[config.mk]
export PLATFORM = sky130hd
export DESIGN_NAME = expander_gate_flat
export DESIGN_NICKNAME = d
export VERILOG_FILES = /design/src/rtl/expander_gate_if.sv /design/src/rtl/expander_gate.sv /design/src/flat_wrapper.sv
export SDC_FILE = /design/constraint.sdc
export NUM_CORES = 1
export LEC_CHECK = 0
export ABC_AREA = 1
export BUFFER_PORTS_ARGS = -buffer_cell sky130_fd_sc_hd__buf_2
export CELL_PAD_IN_SITES_DETAIL_PLACEMENT = 0
export CELL_PAD_IN_SITES_GLOBAL_PLACEMENT = 1
export CORE_MARGIN = 10
export CORE_UTILIZATION = 44
export CTS_CLUSTER_SIZE = 8
export DETAILED_ROUTE_END_ITERATION = 10
export GPL_TIMING_DRIVEN = 0
export PLACE_DENSITY_LB_ADDON = 0.12
export SLEW_MARGIN = 20
export SYNTH_ARGS = -nofsm -noshare
export SYNTH_HDL_FRONTEND = slang
export SYNTH_SLANG_ARGS = --single-unit
[constraint.sdc]
create_clock -name bclk -period 4.45 [get_ports bclk]
set_clock_uncertainty 0.05 [all_clocks]
set_input_delay 0.89 -clock bclk [delete_from_list [all_inputs] [get_ports bclk]]
set_output_delay 0.89 -clock bclk [all_outputs]
set_load 0.005 [all_outputs]
[src/rtl/expander_gate_if.sv]
// expander_gate_if
// Groups the frame-rate signals of the expander/noise gate.
//   master : drives lrclk, in, thr, ratio, attack, releas, hold
//            and observes out, valid, gate_open, dbg_state, dbg_gain
//   slave  : the expander_gate core (mirror image of master)
// Handshake: there is no backpressure. A rising lrclk edge, seen while the
// core is idle, offers one sample. valid is a single-cycle pulse marking the
// cycle in which out takes its new value. out holds its value between pulses.
interface expander_gate_if #(
  parameter int BITSIZE = 16,
  parameter int HOLD_W  = 16
);
  logic                      lrclk;
  logic signed [BITSIZE-1:0] in;
  logic        [BITSIZE-1:0] thr;
  logic        [BITSIZE-1:0] ratio;
  logic        [BITSIZE-1:0] attack;
  logic        [BITSIZE-1:0] releas;
  logic        [HOLD_W-1:0]  hold;
  logic signed [BITSIZE-1:0] out;
  logic                      valid;
  logic                      gate_open;
  logic        [2:0]         dbg_state;
  logic        [BITSIZE-1:0] dbg_gain;

  modport master (
    output lrclk, in, thr, ratio, attack, releas, hold,
    input  out, valid, gate_open, dbg_state, dbg_gain
  );

  modport slave (
    input  lrclk, in, thr, ratio, attack, releas, hold,
    output out, valid, gate_open, dbg_state, dbg_gain
  );
endinterface

[src/rtl/expander_gate.sv]
// expander_gate
// Downward expander / noise gate. It attenuates the signal toward a floor
// gain while |in| is at or below thr, and passes it at unity gain above thr.
// The gain follows an attack / hold / release envelope and is stepped once per
// sample. The output multiply is a serial shift-add unit.
// Ports:
//   bclk   : clock; all logic runs on the rising edge
//   resetn : asynchronous active-low reset
//   io     : expander_gate_if.slave (sample, configuration, out/valid,
//            gate_open, and debug views of the FSM state and gain)
// Per-sample schedule, counted in bclk edges after the edge is seen:
//   edge 1     : capture the sample and |sample|, set busy
//   edge 2     : FSM/gain update, load the multiplier
//   edge 3..17 : 15 shift-add iterations; edge 17 also writes out and valid
module expander_gate #(
  parameter int BITSIZE = 16,
  parameter int HOLD_W  = 16
) (
  input  logic          bclk,
  input  logic          resetn,
  expander_gate_if.slave io
);
  localparam int SW = $clog2(BITSIZE);
  localparam int PW = 2 * BITSIZE;
  localparam logic [BITSIZE-1:0] UNITY = {1'b0, {(BITSIZE-1){1'b1}}};
  localparam logic [BITSIZE-1:0] S_MIN = {1'b1, {(BITSIZE-1){1'b0}}};

  localparam logic [2:0] ST_CLOSED  = 3'd0;
  localparam logic [2:0] ST_OPENING = 3'd1;
  localparam logic [2:0] ST_OPEN    = 3'd2;
  localparam logic [2:0] ST_HOLD    = 3'd3;
  localparam logic [2:0] ST_CLOSING = 3'd4;

  logic                      lrclk_q, lrclk_d;
  logic signed [BITSIZE-1:0] sample_q, sample_d;
  logic        [BITSIZE-1:0] mag_q, mag_d;
  logic                      busy_q, busy_d;
  logic        [SW-1:0]      step_q, step_d;
  logic        [2:0]         state_q, state_d;
  logic        [BITSIZE-1:0] gain_q, gain_d;
  logic        [HOLD_W-1:0]  cnt_q, cnt_d;
  logic signed [PW-1:0]      acc_q, acc_d;
  logic signed [PW-1:0]      mcand_q, mcand_d;
  logic        [BITSIZE-1:0] mplier_q, mplier_d;
  logic signed [BITSIZE-1:0] out_q, out_d;
  logic                      valid_q, valid_d;

  logic                      start, fsm_step, last_step, above;
  logic        [BITSIZE-1:0] mag_in, floor_v, att_base, att_gain, rel_gain;
  logic        [BITSIZE:0]   att_sum;
  logic                      att_full, rel_hit;
  logic signed [BITSIZE+1:0] rel_diff;
  logic signed [PW-1:0]      acc_sum;

  always_comb begin
    lrclk_d   = io.lrclk;
    // An edge arriving while a sample is in flight is dropped entirely.
    start     = io.lrclk & ~lrclk_q & ~busy_q;
    fsm_step  = busy_q & (step_q == '0);
    last_step = busy_q & (step_q == SW'(BITSIZE - 1));

    // |in|, with the most negative code saturating to the largest positive.
    if (io.in == $signed(S_MIN))    mag_in = UNITY;
    else if (io.in[BITSIZE-1])      mag_in = -io.in;
    else                            mag_in = io.in;

    above   = mag_q > io.thr;
    floor_v = (io.ratio > UNITY) ? UNITY : io.ratio;

    // Attack starts from the floor when leaving CLOSED, else from the live gain.
    att_base = (state_q == ST_CLOSED) ? floor_v : gain_q;
    att_sum  = {1'b0, att_base} + {1'b0, io.attack};
    att_full = att_sum >= {1'b0, UNITY};
    att_gain = att_full ? UNITY : att_sum[BITSIZE-1:0];

    // Release is evaluated two bits wider so the subtraction cannot wrap.
    rel_diff = $signed({2'b00, gain_q}) - $signed({2'b00, io.releas});
    rel_hit  = rel_diff <= $signed({2'b00, floor_v});
    rel_gain = rel_hit ? floor_v : rel_diff[BITSIZE-1:0];

    state_d = state_q;
    gain_d  = gain_q;
    cnt_d   = cnt_q;
    if (fsm_step) begin
      case (state_q)
        ST_CLOSED: begin
          if (above) begin
            gain_d  = att_gain;
            state_d = att_full ? ST_OPEN : ST_OPENING;
          end else begin
            gain_d  = floor_v;
          end
        end
        ST_OPENING: begin
          if (above) begin
            gain_d  = att_gain;
            state_d = att_full ? ST_OPEN : ST_OPENING;
          end else begin
            state_d = ST_HOLD;
            cnt_d   = io.hold;
          end
        end
        ST_OPEN: begin
          if (!above) begin
            state_d = ST_HOLD;
            cnt_d   = io.hold;
          end
        end
        ST_HOLD: begin
          if (above) begin
            gain_d  = att_gain;
            state_d = att_full ? ST_OPEN : ST_OPENING;
          end else if (cnt_q == '0) begin
            gain_d  = rel_gain;
            state_d = rel_hit ? ST_CLOSED : ST_CLOSING;
          end else begin
            cnt_d   = cnt_q - 1'b1;
          end
        end
        ST_CLOSING: begin
          if (above) begin
            gain_d  = att_gain;
            state_d = att_full ? ST_OPEN : ST_OPENING;
          end else begin
            gain_d  = rel_gain;
            state_d = rel_hit ? ST_CLOSED : ST_CLOSING;
          end
        end
        default: state_d = ST_CLOSED;
      endcase
    end

    // Serial multiply: the multiplicand shifts left, the gain shifts right,
    // one partial product per cycle.
    acc_sum  = acc_q + (mplier_q[0] ? mcand_q : '0);
    sample_d = sample_q;
    mag_d    = mag_q;
    busy_d   = busy_q;
    step_d   = step_q;
    acc_d    = acc_q;
    mcand_d  = mcand_q;
    mplier_d = mplier_q;
    out_d    = out_q;
    valid_d  = 1'b0;
    if (start) begin
      sample_d = io.in;
      mag_d    = mag_in;
      busy_d   = 1'b1;
      step_d   = '0;
    end else if (fsm_step) begin
      acc_d    = '0;
      mcand_d  = {{BITSIZE{sample_q[BITSIZE-1]}}, sample_q};
      mplier_d = gain_d;
      step_d   = SW'(1);
    end else if (busy_q) begin
      acc_d    = acc_sum;
      mcand_d  = mcand_q <<< 1;
      mplier_d = mplier_q >> 1;
      step_d   = step_q + 1'b1;
      if (last_step) begin
        busy_d  = 1'b0;
        valid_d = 1'b1;
        // Unity gain bypasses the multiply so the sample passes bit-exact.
        out_d   = (gain_q == UNITY) ? sample_q : acc_sum[PW-2:BITSIZE-1];
      end
    end
  end

  always_ff @(posedge bclk or negedge resetn) begin
    if (!resetn) begin
      lrclk_q  <= 1'b1;
      sample_q <= '0;
      mag_q    <= '0;
      busy_q   <= 1'b0;
      step_q   <= '0;
      state_q  <= ST_CLOSED;
      gain_q   <= '0;
      cnt_q    <= '0;
      acc_q    <= '0;
      mcand_q  <= '0;
      mplier_q <= '0;
      out_q    <= '0;
      valid_q  <= 1'b0;
    end else begin
      lrclk_q  <= lrclk_d;
      sample_q <= sample_d;
      mag_q    <= mag_d;
      busy_q   <= busy_d;
      step_q   <= step_d;
      state_q  <= state_d;
      gain_q   <= gain_d;
      cnt_q    <= cnt_d;
      acc_q    <= acc_d;
      mcand_q  <= mcand_d;
      mplier_q <= mplier_d;
      out_q    <= out_d;
      valid_q  <= valid_d;
    end
  end

  assign io.out       = out_q;
  assign io.valid     = valid_q;
  assign io.gate_open = (state_q == ST_OPENING) || (state_q == ST_OPEN) ||
                        (state_q == ST_HOLD);
  assign io.dbg_state = state_q;
  assign io.dbg_gain  = gain_q;
endmodule

[src/flat_wrapper.sv]
// flat-port wrapper written by rule: the top's interface ports become plain ports
module expander_gate_flat 
#(
  parameter int BITSIZE = 16,
  parameter int HOLD_W  = 16
)
  (bclk, resetn, io_lrclk, io_in, io_thr, io_ratio, io_attack, io_releas, io_hold, io_out, io_valid, io_gate_open, io_dbg_state, io_dbg_gain);
  expander_gate_if #(.BITSIZE(BITSIZE), .HOLD_W(HOLD_W)) io_i ();
  input  logic bclk;
  input  logic resetn;
  input wire logic [$bits(io_i.lrclk)-1:0] io_lrclk;
  input wire logic [$bits(io_i.in)-1:0] io_in;
  input wire logic [$bits(io_i.thr)-1:0] io_thr;
  input wire logic [$bits(io_i.ratio)-1:0] io_ratio;
  input wire logic [$bits(io_i.attack)-1:0] io_attack;
  input wire logic [$bits(io_i.releas)-1:0] io_releas;
  input wire logic [$bits(io_i.hold)-1:0] io_hold;
  output wire logic [$bits(io_i.out)-1:0] io_out;
  output wire logic [$bits(io_i.valid)-1:0] io_valid;
  output wire logic [$bits(io_i.gate_open)-1:0] io_gate_open;
  output wire logic [$bits(io_i.dbg_state)-1:0] io_dbg_state;
  output wire logic [$bits(io_i.dbg_gain)-1:0] io_dbg_gain;
  assign io_i.lrclk = io_lrclk;
  assign io_i.in = io_in;
  assign io_i.thr = io_thr;
  assign io_i.ratio = io_ratio;
  assign io_i.attack = io_attack;
  assign io_i.releas = io_releas;
  assign io_i.hold = io_hold;
  assign io_out = io_i.out;
  assign io_valid = io_i.valid;
  assign io_gate_open = io_i.gate_open;
  assign io_dbg_state = io_i.dbg_state;
  assign io_dbg_gain = io_i.dbg_gain;
  expander_gate #(.BITSIZE(BITSIZE), .HOLD_W(HOLD_W)) u_core (.bclk(bclk), .resetn(resetn), .io(io_i));
endmodule
## Yosys cells after proc, flatten, opt, wreduce, memory -nomap -nowiden

Cells that the tools add are included.

| storage, ports and cells | value |
|---|---|
| flip-flop bits (word level) | 170 |
| bits of input ports | 99 |
| output and inout port bits | 37 |
| word-level logic and storage cells | 103 |

| cells by class | value |
|---|---|
| add/subtract/negate cells | 6 |
| magnitude comparators | 4 |
| equality and inequality tests | 14 |
| muxes and demuxes | 45 |
| bitwise logic cells | 8 |
| reduce and logical (&&, ||, !) cells | 13 |

Operators with widths:

| operator | number |
|---|---|
| 16-bit two-way mux | 18 |
| 32-bit two-way mux | 5 |
| 16-bit one-hot mux with 4 select lines | 1 |
| 32-bit adder | 1 |
| 16-bit one-hot mux with 2 select lines | 1 |
| 3-bit two-way mux | 7 |
| 18-bit by 17-bit less-or-equal comparator with 1-bit output | 1 |
| 16-bit by 16-bit adder with 17-bit output | 1 |
| 17-bit by 15-bit greater-or-equal comparator with 1-bit output (second input constant) | 1 |
| 16-bit by 16-bit subtractor with 17-bit output | 1 |
| 16-bit by 15-bit equality test with 1-bit output (second input constant) | 1 |
| 16-bit equality test (second input constant) | 1 |
| 16-bit by 15-bit greater-than comparator with 1-bit output (second input constant) | 1 |
| 16-bit greater-than comparator | 1 |
| 16-bit zero test | 1 |
| 16-bit negation | 1 |
| 16-bit by 1-bit subtractor with 16-bit output (second input constant) | 1 |
| 3-bit one-hot mux with 5 select lines | 1 |
| 4-bit two-way mux | 3 |
| 1-bit two-way mux | 8 |
| 2-bit != test (second input constant) | 4 |
| 4-bit AND reduction | 2 |
| 3-bit by 2-bit equality test with 1-bit output (second input constant) | 2 |
| 5-bit AND reduction | 1 |
| 16 further kinds | 25 |

## Depth between registers and ports, before layout

Gate-level depths: netlist of the first run.

| logic depth | value |
|---|---|
| depth in word-level cells | 10 |
| mapped depth | 31 |

## Least setup slack after synthesis of the first run

No wires, ideal clock.

| timing path | value |
|---|---|
| kind | input to register |
| start | input io_releas[2] |
| end | register u_core.mplier_q[8] |
| setup time | 117 ps |
| arrival time | 3803 ps |
| required time | 4283 ps |
| setup slack | 479 ps |
| stages on the path | 26 |
| buffers on the path | 1 |
| path through | inv_1 ha_1 a21oi_1 nand2_1 a21boi_1 o21ai_0 nand3_1 nand2_1 xor2_1 ha_1 nand2_1 inv_1 nand2_1 nor4_1 a21oi_4 nand2_4 buf_6 nand2_1 nand2_1 nand2_1 nand2_1 nand2_1 nand2_1 nand3_1 nand3_1 nand2_1 |

| on the way | value |
|---|---|
| word-level cells in the longest chain between the ends | 8 |

Ends and longest elaborated chain:

| what | RTL line | text |
|---|---|---|
| from (decl) | flat_wrapper.sv:16 | `input wire logic [$bits(io_i.releas)-1:0] io_releas;` |
| 16-bit by 16-bit subtractor with 17-bit output (*) | expander_gate.sv:77 | `rel_diff = $signed({2'b00, gain_q}) - $signed({2'b00, io.releas});` |
| 18-bit by 17-bit less-or-equal comparator with 1-bit output | expander_gate.sv:78 | `rel_hit = rel_diff <= $signed({2'b00, floor_v});` |
| 16-bit two-way mux (*) | expander_gate.sv:79 | `rel_gain = rel_hit ? floor_v : rel_diff[BITSIZE-1:0];` |
| 16-bit two-way mux | expander_gate.sv:113 | `end else if (cnt_q == '0) begin` |
| 16-bit two-way mux | expander_gate.sv:110 | `if (above) begin` |
| 16-bit one-hot mux with 4 select lines (*) | expander_gate.sv:85 | `case (state_q)` |
| 16-bit two-way mux (*) | expander_gate.sv:84 | `if (fsm_step) begin` |
| 16-bit two-way mux (*) | expander_gate.sv:150 | `end else if (fsm_step) begin` |
| to (signal assigned) | expander_gate.sv:195 | `mplier_q <= mplier_d;` |
| to (decl) | expander_gate.sv:44 | `logic [BITSIZE-1:0] mplier_q, mplier_d;` |

Every way passes the cells marked *; elsewhere a longest branch is shown, timed or not.
A chain may end at the register's enable or synchronous reset.

## Worst setup path in the final report of the first run

| timing path | value |
|---|---|
| start | input io_releas[2] |
| end | register u_core.mplier_q[1] |

| on the way | value |
|---|---|
| word-level cells in the longest chain between the ends | 8 |

Ends and longest elaborated chain:

| what | RTL line |
|---|---|
| 16-bit by 16-bit subtractor with 17-bit output (*) | expander_gate.sv:77 |
| 18-bit by 17-bit less-or-equal comparator with 1-bit output (*) | expander_gate.sv:78 |
| 16-bit two-way mux (*) | expander_gate.sv:79 |
| 16-bit two-way mux | expander_gate.sv:113 |
| 16-bit two-way mux | expander_gate.sv:110 |
| 16-bit one-hot mux with 4 select lines (*) | expander_gate.sv:85 |
| 16-bit two-way mux (*) | expander_gate.sv:84 |
| 16-bit two-way mux (*) | expander_gate.sv:150 |

Marked as above.

==> metrics.txt, run 1 <==
status finished, final reports clean; Chip Height just under 200 um; Slew HR around a fifth; Total GRT Usage 23.4%; setup TNS 0 ps; via count around 14k; final max-slew violation count 0; final hold violations 0; Synth async-reset ratio 100%; most common library cells after synthesis nand2_1, inv_1, dfrtp_1; die area 38800 um^2; I/O Pins 136; clock sink count 168; pwr/cell area ~750 nW/um^2; cts hold-fix bufs 0; largest cells by area after synthesis dfrtp_1, nand2_1, ha_1; initial antenna violation count 0; WP buf/inv 4; Core Footprint between 30000 and 40000 um^2; starting density of the core 44.8%; Remaining DRCs 0; Worst path most repeated cell nand2_1; Post-synth EDFFs 0; row count 64; top fanout value on the critical path 10; Final Setup Violations 0; Synth cell types 70; GR Util met2 between 40% and 50%; DIE WIDTH just under 200 um; Worst path depth 26; drt total wl between 40 and 50 mm; VDD IR max slightly below 0.0003 V; area leader, netlist dfrtp_1; Mapped Area about 14000 um^2; Critical Path End Type flop; First-pass DRT Iterations 5; period utilization about 94%; Critical Path Source Type input port; DR WL/cell approximately 17 um; NumNets Final between 2k and 2.5k; Avg Cell Area, Syn 6.67 um^2; Min-Delay Path Class in -> async; Ys Warns 0; 1st-iter DRT viols approximately 900; total grt overflow 0; Crit path max-delay family simple AND/OR/NAND/NOR gates; Final min period 4170 ps; CP max stage delay approximately 300 ps; Synth Net Count about 2.3k; Worst EP required about 4800 ps; Area Overhead vs Synth 13.6%; slowest CP cell ha_2; Worst EP arrival 4500 ps; Ant. Diodes 0; number of port buffers 134; GRT met3 Usage around 3.6%; Post-Synthesis Cells between 2k and 2.5k; H-tree depth 4; Seq/Total Area, Yosys ~31%; CTS tree built; top_reg_cell synth dfrtp_1; Clk Latency, worst-skew pair 440 ps; hpwl dp between 30 and 40 mm; met1 usage 28.3%; CTS clk-pin slew, worst paths 70 ps; maximum number of pins on one net before global-route repair 95; Crit Path Category in -> reg; Cells after DPL 2598; worst setup margin about 280 ps; busiest layer in global routing met2; fmax between 200 and 250 MHz; via/cell ratio ~5.3; Worst Tran Pin Value 1170 ps; Final Wtd Congestion 0.896; Leak 8.72 nW; Setup WS pre-CTS -370 ps; Longest Clk Path Bufs 2; Routed Antenna Nets 0; FF-to-FF path depth 28; #FFs+latches synth 168; fin cells 2630; layout cells sized above 1 a little under an eighth; Max-Cap Viols 0; clk root buf clkbuf_16; count leader, synth nand2_1; CTS buffer count 17; post-synth top area share a little under a third; vias in the first global route 13.8k; first-pass GRT wire length ~73 mm
[worst paths after layout]
path                                       start               endpoint  slack [ps]
setup reg to reg           u_core.io.dbg_gain[0]     u_core.mplier_q[1]         290
setup / recovery                    io_releas[2]     u_core.mplier_q[1]         280
hold / removal                            resetn       u_core.mag_q[10]         370
hold reg to reg               u_core.mplier_q[1]     u_core.mplier_q[1]         430
max in group asynchronous                 resetn  u_core.io.dbg_gain[2]        3060
min in group bclk             u_core.mplier_q[1]     u_core.mplier_q[1]         430
[per-layer routing]
metal  up-vias  share of wire (%)
li1       7012                  -
met2       337                 49
met3        72                4.9
met4         0                3.1
met5         -                  0
met1      6489                 43
[placed cells by master, fill, tap and decap left out, types with 5 or more instances in the layout]
cell,count
o22ai_1,6
nand2_2,7
o211ai_1,10
buf_4,9
nor2_1,125
a21o_1,10
nor4_1,8
a31oi_1,7
buf_2,144
nand2_1,613
nor3_1,18
nand4_1,28
clkbuf_1,39
nand3_1,115
o31ai_1,9
o21ai_0,157
o21ai_1,18
xor2_1,27
o22a_1,6
inv_1,294
inv_2,8
nand3b_1,7
clkinv_1,12
dfrtp_1,166
o21bai_1,11
a21oi_1,137
clkbuf_16,17
or2_2,22
a22o_1,6
a21oi_2,5
ha_1,100
xnor2_1,6
[sequential cells by signal, indices dropped and copies added (netlist names), 3 cells and up]
name	flops
u_core.io.out	16
u_core.mag_q	16
u_core.mplier_q	16
u_core.cnt_q	16
u_core.mcand_q	31
u_core.step_q	4
u_core.io.dbg_gain	16
u_core.acc_q	31
u_core.io.dbg_state	3
u_core.sample_q	16
[metrics by stage]
step	utilization (%)	hold slack [ps]	power, W	cell area [um^2]
after detailed placement	48.7	409	0.0101	15000
after floorplan	-	392	0.00787	13800
after global routing	50.9	421	0.0129	15700
after global placement	48.6	405	0.00995	15000
after CTS	50.6	401	0.0116	15600
final	50.9	374	0.0117	15700
[layout make-up]
cell class              instances  area [um^2]
flip-flops and latches        168         4210
plain buffers                  67          337
fillers                      3273        15100
multi-input cells            1517         8150
clock inverters                11          121
repair buffers                136          716
well taps                     396          495
inverters                     314         1180
clock buffers                  21          460
[power breakdown]
| part | internal (W) | switching [W] | total [W] |
|---|---|---|---|
| Clock | 0.000857 | 0.000651 | 0.00151 |
| Sequential | 0.00224 | 0.000646 | 0.00288 |
| Combinational | 0.00257 | 0.00473 | 0.00730 |
| Total | 0.00567 | 0.00603 | 0.0117 |
[kinds of logic after synthesis]
group           after synthesis  synth area share (%)
simple gates                967                  29.7
compound gates              409                  16.9
buf+inv                     382                  10.9
flops                       168                  30.5
fa+ha+maj                   104                  9.60
xor+xnor                     35                  2.28
other cells                   1                0.0272
mux                           1                0.0817
[what timing repair did]
action / 4_1_cts / 5_1_grt
setup buffers: 0 / 1
hold endpoints to repair: 0 / 0
pin swaps: 0 / 3
gates resized for setup: 3 / 30
setup endpoints to repair: 26 / 33
Note: power is estimated with default switching activity, not from simulation.
==> run 2, diff against run 1 <==
- RECOVER_POWER: not set -> 50
==> metrics.txt, run 2 (synthesis results as in run 1) <==
CTS clk-pin slew, worst paths 70 ps (about the same); maximum number of pins on one net before global-route repair 95 (unchanged); Max Used Layer met4; CTS buffer count 17 (unchanged); WP buf/inv 4 (unchanged); DIE WIDTH 197 um (unchanged); Final Setup Violations 0 (unchanged); Ant. Diodes 0 (unchanged); CP max stage delay 430 ps (+130 ps); final max-slew violation count 76 (+76); total length of routed met2 wires 22.1 mm (+0.33%); NumNets Final 2424 (unchanged); Worst Tran Pin Value 2010 ps (+833 ps); Core Footprint 30700 um^2 (unchanged); die area 38800 um^2 (unchanged); 1st-iter DRT viols 839 (-4.3%); Slew HR -33.7% (-54 points); Crit path max-delay family simple AND/OR/NAND/NOR gates; initial antenna violation count 0 (unchanged); status finished with violations; Remaining DRCs 0 (unchanged); Clk Latency, worst-skew pair 440 ps (about the same); CTS tree built; clock sink count 168 (unchanged); Longest Clk Path Bufs 2 (unchanged); vias in the first global route 13.8k (unchanged); row count 64 (unchanged); Top Registers u_core.acc_q (31), u_core.mcand_q (31); Worst EP arrival 4500 ps (about the same); Cells after DPL 2598 (unchanged); DP Area 15000 um^2 (unchanged); final instance area 15600 um^2 (-0.25%); Met3 Routed Length 2.07 mm (-6.8%); Min-Delay Path Class reg -> reg; final hold violations 0 (unchanged); Max-Cap Viols 1 (+1); Leak 8.69 nW (-0.32%); Worst path most repeated cell nand2_1; via count 13.9k (+0.12%); period utilization 93.7% (about the same); setup TNS 0 ps (unchanged); top fanout value on the critical path 10 (unchanged); Routed Antenna Nets 0 (unchanged); via/cell ratio 5.30 (+0.12%); Total GRT Usage 23.4% (unchanged); starting density of the core 44.8% (unchanged); clk root buf clkbuf_16; most common cell after layout, fill and taps aside nand2_1; VDD IR max 0.000295 V (-0.72%); most frequent cells in the layout nand2_1, inv_1, dfrtp_1, o21ai_0, buf_2; drt total wl 45.3 mm (+0.24%); number of port buffers 134 (unchanged); total grt overflow 0 (unchanged); slowest CP cell dfrtp_1; fmax 240 MHz (about the same); I/O Pins 136 (unchanged); layout cells sized above 1 11.4% (-0.27 points); Chip Height 197 um (unchanged); Critical Path End Type flop; First-pass DRT Iterations 5 (unchanged); Worst EP required 4780 ps (about the same); worst setup margin 281 ps (-2.90 ps); H-tree depth 4 (unchanged); Crit Path Category reg -> reg; pwr/cell area 748 nW/um^2 (+0.23%); hpwl dp 36.4 mm (unchanged); Critical Path Source Type flop; M1 WL 19.8 mm (+1.1%); fin cells 2630 (unchanged); Setup WS pre-CTS -370 ps (unchanged); Final Wtd Congestion 0.896 (unchanged); Min Hold Slack 426 ps (+52.6 ps); Area Overhead vs Synth 13.3%; failing checks max-capacitance violations, max-slew violations; first-pass GRT wire length 72.7 mm (unchanged); DR WL/cell 17.2 um (+0.24%); Fillers 3278 (+0.15%); Final min period 4170 ps (+2.90 ps)
[run 2: worst min-delay path, cell delays in order (launching register included)]
cell	delay (ps)
dfrtp_1	340
nand2_1	50
nand2_1	50
[run 2: layout make-up]
class	instances	area, um^2	share of cell area, %
Buffer	67	333	2.13
Clock buffer	21	460	2.95
Clock inverter	11	121	0.777
Inverter	314	1180	7.54
Multi-Input combinational cell	1517	8150	52.1
Sequential cell	168	4210	26.9
Tap cell	396	495	3.17
Timing Repair Buffer	136	681	4.36
[run 2: power breakdown]
part / internal (W) / switching [W]
registers: 0.00224 / 0.000647
logic: 0.00256 / 0.00474
clock network: 0.000857 / 0.000649
[run 2: through the flow]
| stage | utilization (%) | power, W |
|---|---|---|
| floorplan | - | 0.00787 |
| global placement | 48.6 | 0.00995 |
| detailed placement | 48.7 | 0.0101 |
| CTS | 50.6 | 0.0116 |
| global route | 50.8 | 0.0129 |
| finish | 50.8 | 0.0117 |
[run 2: worst paths after layout]
path / end / slack, ps / cells after the start / startpoint
max: u_core.mplier_q[1] / 280 / 28 / u_core.io.dbg_gain[0]
min: u_core.mplier_q[5] / 430 / 2 / u_core.mplier_q[5]
max reg2reg: u_core.mplier_q[1] / 280 / 28 / u_core.io.dbg_gain[0]
min reg2reg: u_core.mplier_q[5] / 430 / 2 / u_core.mplier_q[5]
max in group asynchronous: u_core.io.dbg_gain[2] / 910 / 2 / resetn
min in group asynchronous: u_core.mag_q[10] / 960 / 1 / resetn
[run 2: timing repair]
item                       CTS  global route
hold buffers                 0             0
gates resized for setup      3            30
pin swaps                    0             3
setup endpoints to repair   26            33
cloned                       0             0
buffers inserted             0             1
hold endpoints to repair     0             0
[run 2: metal layers]
layer / up-vias / track usage, %
met2: 331 / 40.9
met3: 68 / 3.65
li1: 7018 / -
met1: 6510 / 28.3
met4: 0 / 8.77
met5: - / 0
